`config.mk`:
```
export PLATFORM = sky130hd
export DESIGN_NAME = sar_search_ctrl_flat
export DESIGN_NICKNAME = d
export VERILOG_FILES = /design/src/rtl/sar_pkg.sv /design/src/rtl/sar_search_ctrl_if.sv /design/src/rtl/sar_settle_timer.sv /design/src/rtl/sar_search_ctrl.sv /design/src/flat_wrapper.sv
export SDC_FILE = /design/constraint.sdc
export NUM_CORES = 1
export LEC_CHECK = 0
export BUFFER_PORTS_ARGS = -buffer_cell sky130_fd_sc_hd__buf_4
export CAP_MARGIN = 30
export CORE_AREA = 2 2 76 78
export CTS_CLUSTER_DIAMETER = 80
export DETAILED_ROUTE_END_ITERATION = 10
export DIE_AREA = 0 0 78 80
export PLACE_DENSITY_LB_ADDON = 0.15
export SYNTH_ARGS = -nofsm -noshare
export SYNTH_HDL_FRONTEND = slang
export SYNTH_HIERARCHICAL = 1
export SYNTH_SLANG_ARGS = --single-unit
```
`constraint.sdc`:
```
create_clock -name clk -period 3.2 [get_ports clk]
set_clock_uncertainty 0.05 [all_clocks]
set_input_delay 0.32 -clock clk [delete_from_list [all_inputs] [get_ports clk]]
set_output_delay 0.32 -clock clk [all_outputs]
set_load 0.01 [all_outputs]
```
`src/rtl/sar_pkg.sv`:
```
// Shared types and defaults for the successive-approximation search controller.
package sar_pkg;
    typedef enum logic [1:0] {IDLE, PROBE, DONE} sar_state_e;

    localparam int SAR_W_DEF      = 4;
    localparam int SAR_SETTLE_DEF = 1;
endpackage

```
`src/rtl/sar_search_ctrl_if.sv`:
```
// Comparator-side and handshake signals of the search controller.
// SAR_ONEHOT_CHK_EN adds the cmp_err flag.
interface sar_search_ctrl_if
    import sar_pkg::*;
#(
    parameter int W = SAR_W_DEF
);
    logic         start;
    logic [W-1:0] guess;
    logic         cmp_lt;
    logic         cmp_eq;
    logic         cmp_gt;
    logic         busy;
    logic         done;
    logic         found;
    logic [W-1:0] result;
`ifdef SAR_ONEHOT_CHK_EN
    logic         cmp_err;
`endif

    modport master (
        input  start, cmp_lt, cmp_eq, cmp_gt,
        output guess, busy, done, found, result
`ifdef SAR_ONEHOT_CHK_EN
        , output cmp_err
`endif
    );

    modport slave (
        output start, cmp_lt, cmp_eq, cmp_gt,
        input  guess, busy, done, found, result
`ifdef SAR_ONEHOT_CHK_EN
        , input cmp_err
`endif
    );
endinterface

```
`src/rtl/sar_settle_timer.sv`:
```
// Counts cycles a probe has been held; sample pulses on the cycle the flags are valid.
module sar_settle_timer #(
    parameter int SETTLE = 1
) (
    input  logic clk,
    input  logic rst,
    input  logic clear,
    input  logic en,
    output logic sample
);
    localparam int CW = (SETTLE > 1) ? $clog2(SETTLE) : 1;

    logic [CW-1:0] cnt;

    always_ff @(posedge clk or posedge rst) begin
        if (rst)        cnt <= '0;
        else if (clear) cnt <= '0;
        else if (en)    cnt <= cnt + CW'(1);
    end

    assign sample = en && (cnt == CW'(SETTLE - 1));
endmodule

```
`src/rtl/sar_search_ctrl.sv`:
```
// Binary-search initiator: probes a comparator until eq or the [lo,hi] window empties.
// Define SAR_ONEHOT_CHK_EN to abort on non-one-hot comparator flags (cmp_err).
module sar_search_ctrl
    import sar_pkg::*;
#(
    parameter int W      = SAR_W_DEF,
    parameter int SETTLE = SAR_SETTLE_DEF
) (
    input  logic                clk,
    input  logic                rst,
    sar_search_ctrl_if.master   bus
);
    localparam logic [W:0]   HI_MAX = {1'b0, {W{1'b1}}};
    localparam logic [W-1:0] MID0   = {1'b0, {(W-1){1'b1}}};

    sar_state_e   state_q, state_d;
    logic [W:0]   lo_q, lo_d, hi_q, hi_d;
    logic [W-1:0] guess_q, guess_d, result_q, result_d;
    logic         found_q, found_d, err_q, err_d;
    logic [W:0]   lo_n, hi_n;
    logic [W+1:0] sum;
    logic         sample, tmr_en, bad;

    assign tmr_en = (state_q == PROBE);

    sar_settle_timer #(.SETTLE(SETTLE)) u_timer (
        .clk    (clk),
        .rst    (rst),
        .clear  (!tmr_en || sample),
        .en     (tmr_en),
        .sample (sample)
    );

    always_comb begin
        state_d  = state_q;
        lo_d     = lo_q;
        hi_d     = hi_q;
        guess_d  = guess_q;
        found_d  = found_q;
        result_d = result_q;
        err_d    = err_q;
        lo_n     = lo_q;
        hi_n     = hi_q;
        sum      = '0;
        bad      = 1'b0;
`ifdef SAR_ONEHOT_CHK_EN
        bad      = !$onehot({bus.cmp_lt, bus.cmp_eq, bus.cmp_gt});
`endif
        case (state_q)
            IDLE: if (bus.start) begin
                lo_d     = '0;
                hi_d     = HI_MAX;
                guess_d  = MID0;
                found_d  = 1'b0;
                result_d = '0;
                err_d    = 1'b0;
                state_d  = PROBE;
            end
            PROBE: if (sample) begin
                if (bad) begin
                    err_d    = 1'b1;
                    found_d  = 1'b0;
                    result_d = '0;
                    state_d  = DONE;
                end else if (bus.cmp_eq) begin
                    result_d = guess_q;
                    found_d  = 1'b1;
                    state_d  = DONE;
                end else if (!bus.cmp_lt && ({1'b0, guess_q} == lo_q)) begin
                    // gt at the bottom of the window: stop before hi underflows
                    found_d = 1'b0;
                    state_d = DONE;
                end else begin
                    if (bus.cmp_lt) lo_n = {1'b0, guess_q} + (W+1)'(1);
                    else            hi_n = {1'b0, guess_q} - (W+1)'(1);
                    lo_d = lo_n;
                    hi_d = hi_n;
                    if (lo_n > hi_n) begin
                        found_d = 1'b0;
                        state_d = DONE;
                    end else begin
                        sum     = {1'b0, lo_n} + {1'b0, hi_n};
                        guess_d = W'(sum >> 1);
                    end
                end
            end
            DONE:    state_d = IDLE;
            default: state_d = IDLE;
        endcase
    end

    always_ff @(posedge clk or posedge rst) begin
        if (rst) begin
            state_q  <= IDLE;
            lo_q     <= '0;
            hi_q     <= HI_MAX;
            guess_q  <= '0;
            found_q  <= 1'b0;
            result_q <= '0;
            err_q    <= 1'b0;
        end else begin
            state_q  <= state_d;
            lo_q     <= lo_d;
            hi_q     <= hi_d;
            guess_q  <= guess_d;
            found_q  <= found_d;
            result_q <= result_d;
            err_q    <= err_d;
        end
    end

    assign bus.guess  = guess_q;
    assign bus.busy   = (state_q == PROBE);
    assign bus.done   = (state_q == DONE);
    assign bus.found  = found_q;
    assign bus.result = result_q;
`ifdef SAR_ONEHOT_CHK_EN
    assign bus.cmp_err = err_q;
`else
    logic unused_err;
    assign unused_err = err_q;
`endif
endmodule

```
`src/flat_wrapper.sv`:
```
// flat-port wrapper written by rule: the top's interface ports become plain ports
module sar_search_ctrl_flat import sar_pkg::*;
#(
    parameter int W      = SAR_W_DEF,
    parameter int SETTLE = SAR_SETTLE_DEF
)
  (clk, rst, bus_start, bus_cmp_lt, bus_cmp_eq, bus_cmp_gt, bus_guess, bus_busy, bus_done, bus_found, bus_result);
  sar_search_ctrl_if #(.W(W)) bus_i ();
  input  logic clk;
  input  logic rst;
  input wire logic [$bits(bus_i.start)-1:0] bus_start;
  input wire logic [$bits(bus_i.cmp_lt)-1:0] bus_cmp_lt;
  input wire logic [$bits(bus_i.cmp_eq)-1:0] bus_cmp_eq;
  input wire logic [$bits(bus_i.cmp_gt)-1:0] bus_cmp_gt;
  output wire logic [$bits(bus_i.guess)-1:0] bus_guess;
  output wire logic [$bits(bus_i.busy)-1:0] bus_busy;
  output wire logic [$bits(bus_i.done)-1:0] bus_done;
  output wire logic [$bits(bus_i.found)-1:0] bus_found;
  output wire logic [$bits(bus_i.result)-1:0] bus_result;
  assign bus_i.start = bus_start;
  assign bus_i.cmp_lt = bus_cmp_lt;
  assign bus_i.cmp_eq = bus_cmp_eq;
  assign bus_i.cmp_gt = bus_cmp_gt;
  assign bus_guess = bus_i.guess;
  assign bus_busy = bus_i.busy;
  assign bus_done = bus_i.done;
  assign bus_found = bus_i.found;
  assign bus_result = bus_i.result;
  sar_search_ctrl #(.W(W), .SETTLE(SETTLE)) u_core (.clk(clk), .rst(rst), .bus(bus_i));
endmodule
```
# --- After elaboration in Yosys (flattened, before gate mapping) ---
# Cells that the tools add are included.
word_totals:
  regBits: 22
  word_cells: 80
classes:
  n_addsub: 4
  magnitude_cmp: 1
  n_eq_ne: 10
  n_mux: 44
  n_bitwise: 1
  n_reduce_logical: 13
ops:
  columns: ["operator", "n"]
  rows:
  - ["$mux 5", 18]
  - ["$mux 4", 8]
  - ["$pmux 5 s2", 2]
  - ["$pmux 4 s2", 2]
  - ["$mux 2", 5]
  - ["$ne 2x2->1 const B", 5]
  - ["$reduce_and 4->1", 2]
  - ["$mux 1", 7]
  - ["$reduce_and 6->1", 1]
  - ["$add 4x1->5 const B", 1]
  - ["$add 5x5->5", 1]
  - ["$eq 4x5->1", 1]
  - ["$gt 5x5->1", 1]
  - ["$reduce_and 5->1", 1]
  - ["$sub 4x1->5 const B", 1]
  - ["$ne 4x4->1 const B", 1]
  - ["$pmux 2 s2", 1]
  - ["$reduce_bool 2->1", 2]
  - ["$reduce_and 3->1", 1]
  - ["$eq 2x1->1 const B", 1]
  - ["$eq 2x2->1 const B", 1]
  - ["$logic_and 1x1->1", 2]
  - ["$logic_not 1->1", 2]
  - ["$logic_not 2->1", 1]
  - ["5 further kinds", 5]

# --- Logic depth before layout (Yosys ltp) ---
# Gate-level depths: netlist of the first run.
logic_depth:
  word_depth: 12
  depth_mapped: 13
  mapped_depth_nobuf: 12

# --- Hierarchy ---
# The synthesis of the first run kept the hierarchy.
by_module_without_submodules:
  columns: ["module", "instances", "cells_each", "area_per_inst_um2"]
  rows:
  - ["sar_search_ctrl", 1, 161, 1482.7]
  - ["sar_settle_timer", 1, 5, 50.0]

# --- Worst setup path before layout of the first run ---
# OpenSTA, ideal clock, no wires.
synth_timing:
  kind: "flip-flop to flip-flop"
  start: "register u_core.guess_q[0], in the netlist u_core/bus.guess[0]"
  end: "register u_core.guess_q[0], in the netlist u_core/bus.guess[0]"
  setup_ps: 125
  arrival_ps: 2454
  slack_ps: 572
  stages_incl_launch_ff: 12
  path_buffers: 1
  synth_period_minus_slack_ps: 2628
  cell_sequence: "dfrtp_1 > buf_4 > inv_1 > ha_1 > mux2i_1 > inv_1 > ha_1 > nor2_1 > o21ai_0 > a32oi_1 > a21oi_2 > mux2_2"
synth_via:
  elab_chain_cells: 12
  word_cells_on_any_way: 24
  cone_classes: "add/sub (3); order compare (1); eq/ne (3); mux (15); reduce/logical (2)"
synth_rtl:
  columns: ["element", "line_no", "text"]
  rows:
  - ["from (decl)", "sar_search_ctrl.sv:18", "logic [W-1:0] guess_q, guess_d, result_q, result_d;"]
  - ["from (signal assigned)", "sar_search_ctrl.sv:105", "guess_q <= guess_d;"]
  - ["$add 4x1->5 or $sub 4x1->5 (tied branches)", "sar_search_ctrl.sv:74, sar_search_ctrl.sv:75", null]
  - ["$mux 5", "sar_search_ctrl.sv:74", "if (bus.cmp_lt) lo_n = {1'b0, guess_q} + (W+1)'(1);"]
  - ["$mux 5", "sar_search_ctrl.sv:69", "end else if (!bus.cmp_lt && ({1'b0, guess_q} == lo_q)) begin"]
  - ["$mux 5", "sar_search_ctrl.sv:65", "end else if (bus.cmp_eq) begin"]
  - ["$mux 5", "sar_search_ctrl.sv:59", "PROBE: if (sample) begin"]
  - ["$mux 5", "sar_search_ctrl.sv:49", "case (state_q)"]
  - ["$add 5x5->5", "sar_search_ctrl.sv:82", "sum = {1'b0, lo_n} + {1'b0, hi_n};"]
  - ["$mux 4", "sar_search_ctrl.sv:78", "if (lo_n > hi_n) begin"]
  - ["$mux 4", "sar_search_ctrl.sv:69", null]
  - ["$mux 4", "sar_search_ctrl.sv:65", null]
  - ["$mux 4", "sar_search_ctrl.sv:59", null]
  - ["$pmux 4 s2", "sar_search_ctrl.sv:49", null]
# Parallel ways exist; a longest one is shown, timed or not. The select of a mux whose other input is x is not followed.
# A chain may end at the register's enable or synchronous reset.

# --- Worst setup path after layout of the first run ---
layout_timing:
  start: "register u_core.guess_q[0], in the netlist u_core/bus.guess[0]"
  end: "register u_core.guess_q[3], in the netlist u_core/bus.guess[3]"
# Same word-level chain as after synthesis.

==> reports/metrics.yaml, run 1 <==
dieWidth_um: 78
clkLatencyLatePin_ns: 0.26
synth_nets: 184
vias_per_cell: 4.73
place_hpwl_um: 2640
grt_overflow_total: 0
cts_buffers: 3
reg2reg_slack_ns: 0.35
dr.pass1.iters: 4
cts_root_buf: "clkbuf_8"
clock_path_buffers: 2
ant_nets: 0
synth_area_um2: 1530
p_switching_w: 0.000836
hold_viol: 0
r2r-end: "u_core/bus.guess[3]"
synthDistinctLibCells: 40
critPathTopFamily: "compound AO/OA/AOI/OAI gates"
power_density_nw_per_um2: 1070
synth_seq_cells: 22
antenna_cells: 0
avgSynthCellArea_um2: 9.23
r2r-start: "u_core/bus.guess[0]"
critPathCaptureType: "flip-flop"
core-area_um2: 5410
tightest_slew_ns: 0.841
cp.required_ns: 3.30
place_ws_ns: 0.368
fin_crit_sh_pct: 89.0
crit_chain: "inv_1 -> ha_1 -> xnor2_1 -> nor2_1 -> a21oi_1 -> inv_1 -> ha_1 -> nor3b_2 -> o21ai_0 -> a32oi_1 -> a21oi_2 -> mux2_2"
synthCells: 166
crit_start: "u_core/bus.guess[0]"
n_fill_cell: 574
arrival_ns: 2.95
p_int_w: 0.00106
grt_max_degree: 22
startpoint_type: "flip-flop"
critPathCapture: "u_core/bus.guess[3]"
worstSetupPathType: "reg -> reg"
final_nets: 200
start_util_pct: 28.4
max_stage_delay_ns: 0.42
hold_path_class: "in -> reg"
holdPathStages: 2
vias: 1197
drv_cap: 0
timing.fmax_mhz: 351
cts_setup_buffers: 0
antenna_found_initial: 0
clock-sinks: 22
path_buf_inv: 2
ios: 17
power_frac_comb_pct: 61.0
multiInputGateArea_um2: 851
vdd_drop_max_v: 0.000412
ctsHtreeMaxLevel: 1
areaGrowthSynthToFinish_pct: 15.3
cts_tree: "done"
p_leak_nw: 0.838
drv_slew: 0
grt_pass1_wl_um: 5820
drc: 0
wirelength_um: 3490
path_clk_slew_ns: 0.08
relSlewSlack_pct: 43.9
slowest_stage: "dfrtp_1"
setup_viol: 0
swShare_pct: 44.2
grt_pass1_vias: 1210
synth-warning-count: 6
gp_congestion: 0.831
die_area_um2: 6240
post-route-min-period_ns: 2.85
grt.total_usage_pct: 11.8
grt_setup_unrepaired: "false"
yosysSeqAreaShare_pct: 36.2
pwr-share-clk_pct: 10.8
hold_start: "bus_cmp_eq"
path_depth: 12
portBuffers: 15
dieHeight_um: 80
seq_area_um2: 556
r2r_cells: 12
sequentialPowerShare_pct: 28.3
status: "complete, no violations"
first_iter_violations: 86
rows: 27
drive_gt1_share_pct: 21.0
crit_fanout: 5
setup_tns_ns: 0
wl_per_cell_um: 13.8
fin_ws_ns: 0.351
layout make-up:
class                   count  share of cell area (%)
clock buffers               4                    3.11
inverters                  15                    3.18
flip-flops and latches     22                    31.4
repair buffers             21                    9.06
multi-input cells         119                    48.1
well taps                  72                    5.10
cell families after synthesis:
group	after synthesis	synth area share, %
AOI/OAI and AO/OA	43	18.6
xor gates and xnor gates	11	6.29
adders and majority gates	12	10.3
buffers and inverters	25	8.24
DFF	22	36.2
muxes	7	4.90
and+or+nand+nor	46	15.4
per-layer routing:
metal	GRT usage [%]	share of wire [%]	up-vias
met2	21.3	48	19
met1	14.4	47	581
li1	-	-	591
met5	0	0	-
met4	4.04	2.1	0
met3	1.70	2.6	6
cell usage after synthesis (all sizes together):
library cell / n / area (um^2)
and2b: 1 / 8.76
a32oi: 1 / 8.76
clkbuf: 2 / 7.51
or4: 1 / 7.51
o21ai: 11 / 58.8
nand4: 1 / 6.26
fa: 1 / 20.0
o31ai: 4 / 30.0
xnor2: 8 / 70.1
inv: 15 / 56.3
a21boi: 1 / 7.51
ha: 11 / 138
nor2b: 3 / 18.8
a22o: 4 / 35.0
o211ai: 1 / 7.51
a21o: 5 / 37.5
dfrtp: 18 / 450
buf: 8 / 62.6
xor2: 3 / 26.3
mux2: 4 / 45.0
nand2: 17 / 63.8
o21bai: 1 / 7.51
nor3b: 1 / 12.5
o211a: 1 / 10.0
nand2b: 5 / 38.8
dfstp: 4 / 105
o21a: 2 / 15.0
nand3b: 1 / 7.51
mux2i: 3 / 30.0
nor3: 1 / 5.00
nor2: 10 / 37.5
a21oi: 12 / 67.6
and3: 1 / 6.26
nand3: 3 / 15.0
nor4b: 1 / 8.76
stage by stage:
step / utilization (%) / area, um^2 / total power, W / hold slack [ns] / cells
4_1_cts: 32.7 / 1770 / 0.00191 / 0.208 / 253
6_report: 32.7 / 1770 / 0.00189 / 0.215 / 253
2_1_floorplan: - / 1530 / 0.00140 / -0.00129 / 166
5_1_grt: 32.7 / 1770 / 0.00206 / 0.221 / 253
3_5_place_dp: 31.5 / 1700 / 0.00170 / 0.127 / 248
3_3_place_gp: 31.5 / 1700 / 0.00167 / 0.121 / 248
what timing repair did:
| action | 4_1_cts | 5_1_grt |
|---|---|---|
| endpoints found under the setup margin | 0 | 0 |
| hold buffers | 1 | 0 |
| resized for setup | 0 | 0 |
| hold endpoints to repair | 1 | 0 |
power by group through the flow:
stage                     Clock (W)  Sequential, W  Combinational (W)
after CTS                  0.000210       0.000534            0.00116
final                      0.000204       0.000535            0.00115
after global routing       0.000225       0.000551            0.00129
after global placement            0       0.000534            0.00114
after detailed placement          0       0.000540            0.00116
after floorplan                   0       0.000504           0.000894
state kept, by name (all words and copies together) (netlist names):
signal,flops
u_core/bus.found,1
u_core/lo_q,5
u_core/bus.result,4
u_core/bus.guess,4
u_core/u_timer/cnt,1
u_core/state_q,2
u_core/hi_q,5
placed cells by master (no fill, tap or decap), types with 4 or more instances in the layout:
cell,instances
buf_4,20
dfrtp_1,18
nand2_1,17
inv_1,15
ha_1,11
nor2_1,10
a21oi_1,10
o21ai_0,10
xnor2_1,8
a21o_1,5
clkbuf_8,4
nand2b_1,4
o31ai_1,4
mux2_2,4
a22o_1,4
dfstp_2,4
worst min-delay path by stage:
stage | end | slack (ns)
detailed placement | u_core/u_timer/cnt | 0.13
global placement | u_core/u_timer/cnt | 0.12
CTS | u_core/state_q[0] | 0.21
floorplan | u_core/u_timer/cnt | -0.001
global route | u_core/state_q[0] | 0.22
finish | u_core/state_q[0] | 0.21
(Power assumes the default switching activity.)
==> run 2: changes to the inputs <==
--- a/config.mk
+++ b/config.mk
@@ -7,10 +7,10 @@
 export LEC_CHECK = 0
 export BUFFER_PORTS_ARGS = -buffer_cell sky130_fd_sc_hd__buf_4
 export CAP_MARGIN = 30
-export CORE_AREA = 2 2 76 78
+export CORE_AREA = 4 4 78 80
 export CTS_CLUSTER_DIAMETER = 80
 export DETAILED_ROUTE_END_ITERATION = 10
-export DIE_AREA = 0 0 78 80
+export DIE_AREA = 0 0 82 84
 export PLACE_DENSITY_LB_ADDON = 0.15
 export SYNTH_ARGS = -nofsm -noshare
 export SYNTH_HDL_FRONTEND = slang
==> run 2 against run 1 <==
  * Combinational power barely moved
  * Worst hold slack barely moved
  * Power rose by 3.5%
  * Register-to-register slack barely moved
  * Critical path depth fell by 2
  * Flip-flop and latch count did not move
  * Core utilization rose by 0.44 points
  * Sequential share of layout area fell by 0.42 points
  * Cell area rose by 1.3%
  * Routed wire length rose by 3.4%
  * Critical path type unchanged
  * Largest power group unchanged
==> reports/metrics.yaml, run 2 (synthesis results as in run 1) <==
finalInstanceArea_um2: 1790  # +1.3%
fin_crit_sh_pct: 89.1  # +0.091 points
largest_registers: "u_core/hi_q: 5 flops, u_core/lo_q: 5 flops"
crit_fanout: 7  # +2
stdcell_count: 254  # +0.40%
clkLatencyLatePin_ns: 0.27  # about the same
relSlewSlack_pct: 42.0  # -1.9 points
setup_viol: 0  # unchanged
max_stage_delay_ns: 0.49  # +0.07 ns
power_density_nw_per_um2: 1090  # +2.1%
hold_path_class: "in -> reg"
drc: 0  # unchanged
cp.required_ns: 3.32  # +0.02 ns
critPathTopFamily: "multiplexers"
ctsHtreeMaxLevel: 1  # unchanged
antenna_cells: 0  # unchanged
crit_start: "u_core/bus.guess[0]"
critPathCaptureType: "flip-flop"
layout_commonest_cell: "buf_4"
grt_max_degree: 22  # unchanged
clock-sinks: 22  # unchanged
cts_root_buf: "clkbuf_8"
hold_viol: 0  # unchanged
dieHeight_um: 84  # +5.0%
crit_chain: "inv_1 -> ha_1 -> mux2i_1 -> inv_1 -> ha_1 -> nor2_1 -> o21ai_0 -> a32oi_1 -> a21oi_2 -> mux2_2"
drv_cap: 0  # unchanged
grt_overflow_total: 0  # unchanged
vdd_drop_max_v: 0.000368  # -11%
vias_per_cell: 4.63  # -2.1%
path_clk_slew_ns: 0.10  # +0.02 ns
core-area_um2: 5410  # unchanged
grt.total_usage_pct: 11.5  # -0.37 points
drv_slew: 0  # unchanged
place_area_um2: 1710  # +0.44%
layout_common_cells: "21 x buf_4, 18 x dfrtp_1, 17 x nand2_1, 15 x inv_1, 11 x ha_1"
first_iter_violations: 65  # -24%
p_leak_nw: 0.850  # +1.4%
gp_congestion: 0.840  # +1.1%
startpoint_type: "flip-flop"
areaGrowthSynthToFinish_pct: 16.9
status: "complete, no violations"
drive_gt1_share_pct: 21.4  # +0.43 points
arrival_ns: 2.97  # +0.02 ns
worstSetupPathType: "reg -> reg"
ios: 17  # unchanged
ant_nets: 0  # unchanged
cts_tree: "done"
wl_per_cell_um: 14.2  # +3.0%
cts_resized: 0  # unchanged
hold_start: "bus_cmp_eq"
path_buf_inv: 2  # unchanged
tightest_slew_ns: 0.870  # +0.0290 ns
setup_tns_ns: 0  # unchanged
grt_pass1_vias: 1274  # +5.3%
timing.fmax_mhz: 351  # -0.10%
n_fill_cell: 572  # -0.35%
dr.pass1.iters: 2  # -2
rows: 27  # unchanged
final_nets: 201  # +0.50%
clock_path_buffers: 2  # unchanged
start_util_pct: 28.4  # unchanged
grt_pass1_wl_um: 6140  # +5.5%
antenna_found_initial: 0  # unchanged
vias: 1176  # -1.8%
slowest_stage: "dfrtp_1"
place_hpwl_um: 2720  # +2.9%
die_area_um2: 6890  # +10%
dieWidth_um: 82  # +5.1%
wirelength_um: 3600  # +3.4%
cts_buffers: 3  # unchanged
dp_cells: 249  # +0.40%
r2r-start: "u_core/bus.guess[0]"
post-route-min-period_ns: 2.85  # +0.00291 ns
grt_setup_unrepaired: "false"
portBuffers: 15  # unchanged
==> run 2: cell count changes in the layout (fill, tap and decap cells not counted) <==
cell       previous run  this run
buf_4                20        21
bufinv_16             0         1
clkbuf_8              4         3
==> run 2: layout make-up <==
type	instances	area, um^2	area share (%)
multi-input combinational	119	851	47.5
sequential	22	556	31.0
timing repair buffer	22	168	9.36
tap	72	90.1	5.03
inverter	15	56.3	3.14
clock buffer	3	41.3	2.30
clock inverter	1	30.0	1.68
==> run 2: path summary, 6_finish.rpt <==
path / to / slack [ns] / depth (start not counted)
worst max-delay path: u_core/bus.guess[3] / 0.35 / 10
worst min-delay path: u_core/state_q[0] / 0.22 / 2
worst max register to register: u_core/bus.guess[3] / 0.35 / 10
worst min register to register: u_core/hi_q[0] / 0.44 / 2
max in group asynchronous: u_core/state_q[0] / 1.81 / 3
min in group asynchronous: u_core/u_timer/cnt / 0.40 / 3
==> run 2: what timing repair did <==
action                     4_1_cts  5_1_grt
setup endpoints to repair        0        0
setup buffers                    0        0
hold endpoints to repair         1        0
hold buffers                     1        0
==> run 2: metrics by stage <==
step / hold WS (ns) / utilization, % / setup WS [ns] / total power (W)
2_1_floorplan: -0.00129 / - / 0.572 / 0.00140
3_3_place_gp: 0.121 / 31.6 / 0.333 / 0.00168
3_5_place_dp: 0.124 / 31.6 / 0.348 / 0.00171
4_1_cts: 0.213 / 33.1 / 0.322 / 0.00199
5_1_grt: 0.207 / 33.1 / 0.0764 / 0.00214
6_report: 0.215 / 33.1 / 0.348 / 0.00196
==> run 2: report_power, final <==
part	internal, W	leakage, nW	switching [W]
registers	0.000411	0.271	0.000126
logic	0.000541	0.544	0.000610
clock network	0.000167	0.0357	0.000104
==> run 2: layer usage <==
metal / up-vias / GRT usage (%) / part of all wire, %
li1: 591 / - / -
met4: 0 / 4.98 / 1.6
met5: - / 0 / 0
met2: 10 / 19.8 / 49
met3: 4 / 0.648 / 1.3
met1: 571 / 14.4 / 48
==> run 3: changes to the inputs <==
--- a/config.mk
+++ b/config.mk
@@ -7,6 +7,8 @@
 export LEC_CHECK = 0
 export BUFFER_PORTS_ARGS = -buffer_cell sky130_fd_sc_hd__buf_4
 export CAP_MARGIN = 30
+export CELL_PAD_IN_SITES_DETAIL_PLACEMENT = 2
+export CELL_PAD_IN_SITES_GLOBAL_PLACEMENT = 2
 export CORE_AREA = 4 4 78 80
 export CTS_CLUSTER_DIAMETER = 80
 export DETAILED_ROUTE_END_ITERATION = 10
==> run 3 against run 2 <==
  * Worst hold slack improved by 0.0087 ns
  * Power decreased by 2.1%
  * Setup slack got worse by 0.012 ns
  * Combinational power about the same
  * Routed wire length increased by 11%
  * Sequential share of layout area increased by 0.42 points
  * Clock power decreased by 25%
  * Maximum frequency decreased by 0.42%
  * Via count increased by 1.9%
  * Core utilization decreased by 0.44 points
==> reports/metrics.yaml, run 3 (synthesis results as in run 1) <==
first_iter_violations: 49  # -25%
place_ws_ns: 0.357  # +0.00938 ns
vias_per_cell: 4.74  # +2.3%
final_util_pct: 32.7  # -0.44 points
post-route-min-period_ns: 2.86  # +0.0119 ns
fin_crit_sh_pct: 89.5  # +0.37 points
layout_common_cells: "20 x buf_4, 18 x dfrtp_1, 17 x nand2_1, 15 x inv_1, 11 x ha_1"
ios: 17  # unchanged
worstSetupPathType: "reg -> reg"
cp.required_ns: 3.30  # -0.02 ns
final_nets: 200  # -0.50%
status: "complete, no violations"
grt_pass1_wl_um: 6620  # +7.9%
dp_cells: 248  # -0.40%
portBuffers: 15  # unchanged
wl_per_cell_um: 15.8  # +11%
startpoint_type: "flip-flop"
grt_setup_unrepaired: "false"
rows: 27  # unchanged
setup_viol: 0  # unchanged
clock-sinks: 22  # unchanged
start_util_pct: 28.4  # unchanged
cts_buffers: 3  # unchanged
hold_viol: 0  # unchanged
seq_area_um2: 556  # unchanged
relSlewSlack_pct: 42.0  # about the same
cts_root_buf: "clkbuf_8"
largest_registers: "u_core/hi_q: 5 flops, u_core/lo_q: 5 flops"
drv_slew: 0  # unchanged
vdd_drop_max_v: 0.000319  # -13%
power_density_nw_per_um2: 1080  # -0.82%
stdcell_count: 253  # -0.39%
drv_cap: 0  # unchanged
fin_hold_ws_ns: 0.224  # +0.00869 ns
core-area_um2: 5410  # unchanged
n_fill_cell: 624  # +9.1%
multiInputGateArea_um2: 851  # unchanged
crit_fanout: 9  # +2
areaGrowthSynthToFinish_pct: 15.3
vias: 1198  # +1.9%
grt_max_degree: 22  # unchanged
ant_nets: 0  # unchanged
clkLatencyLatePin_ns: 0.26  # about the same
critPathCaptureType: "flip-flop"
gp_congestion: 0.801  # -4.6%
grt.total_usage_pct: 12.4  # +0.93 points
path_clk_slew_ns: 0.08  # -0.02 ns
grt_overflow_total: 0  # unchanged
layout_commonest_cell: "buf_4"
hold_path_class: "in -> reg"
grt_pass1_vias: 1321  # +3.7%
dieWidth_um: 82  # unchanged
clock_path_buffers: 2  # unchanged
dr.pass1.iters: 4  # +2
p_leak_nw: 0.838  # -1.4%
dieHeight_um: 84  # unchanged
timing.fmax_mhz: 349  # -0.42%
wirelength_um: 3990  # +11%
ctsHtreeMaxLevel: 1  # unchanged
drive_gt1_share_pct: 21.0  # -0.43 points
setup_tns_ns: 0  # unchanged
arrival_ns: 2.97  # about the same
cts_tree: "done"
fin_ws_ns: 0.336  # -0.0119 ns
place_hpwl_um: 3140  # +15%
tightest_slew_ns: 0.869  # -0.000502 ns
die_area_um2: 6890  # unchanged
antenna_cells: 0  # unchanged
antenna_found_initial: 0  # unchanged
drc: 0  # unchanged
-- run 3: cell count changes in the layout (fill, tap and decap cells not counted) --
| cell | before | now |
|---|---|---|
| clkbuf_8 | 3 | 4 |
| bufinv_16 | 1 | 0 |
| buf_4 | 21 | 20 |
-- run 3: where the power goes --
| part | total (W) | internal (W) | switching, W | leakage (nW) |
|---|---|---|---|---|
| Clock | 0.000204 | 0.000110 | 0.0000942 | 0.0288 |
| Sequential | 0.000529 | 0.000411 | 0.000118 | 0.271 |
| Combinational | 0.00118 | 0.000536 | 0.000646 | 0.539 |
-- run 3: per-layer routing --
layer / routed length [um] / track usage, %
met2: 2060 / 21.2
met5: 0 / 0
met3: 81 / 1.73
met4: 26 / 3.17
met1: 1820 / 16.0
-- run 3: worst max-delay path: stages, from the launching register on --
cell	delay (ns)
dfrtp_1	0.38
buf_4	0.17
ha_1	0.22
xnor2_1	0.13
a21oi_1	0.28
ha_1	0.33
nor3b_2	0.22
o21ai_0	0.11
a32oi_1	0.36
a21oi_2	0.17
mux2_2	0.32
-- run 3: path summary, 6_finish.rpt --
| path | slack [ns] | endpoint | startpoint | cells past startpoint |
|---|---|---|---|---|
| setup / recovery | 0.34 | u_core/bus.guess[3] | u_core/bus.guess[0] | 10 |
| hold / removal | 0.22 | u_core/state_q[0] | bus_cmp_eq | 2 |
| setup reg to reg | 0.34 | u_core/bus.guess[3] | u_core/bus.guess[0] | 10 |
| hold reg to reg | 0.43 | u_core/hi_q[0] | u_core/hi_q[0] | 2 |
| max in group asynchronous | 1.80 | u_core/bus.guess[0] | rst | 3 |
| min in group asynchronous | 0.41 | u_core/u_timer/cnt | rst | 3 |
-- run 3: area by class of cell --
cell class / count / share of cell area [%]
clock buffers: 4 / 3.11
flip-flops and latches: 22 / 31.4
repair buffers: 21 / 9.06
inverters: 15 / 3.18
well taps: 72 / 5.10
multi-input cells: 119 / 48.1
-- run 3: stage by stage --
step           cell area, um^2  power (W)
6_report                  1770    0.00192
5_1_grt                   1770    0.00212
4_1_cts                   1770    0.00196
3_5_place_dp              1700    0.00174
3_3_place_gp              1700    0.00168
2_1_floorplan             1530    0.00140
-- run 3: timing repair --
item	in CTS	in global routing
resized for setup	0	0
hold buffers	1	0
endpoints found under the hold margin	1	0
buffers inserted	0	0
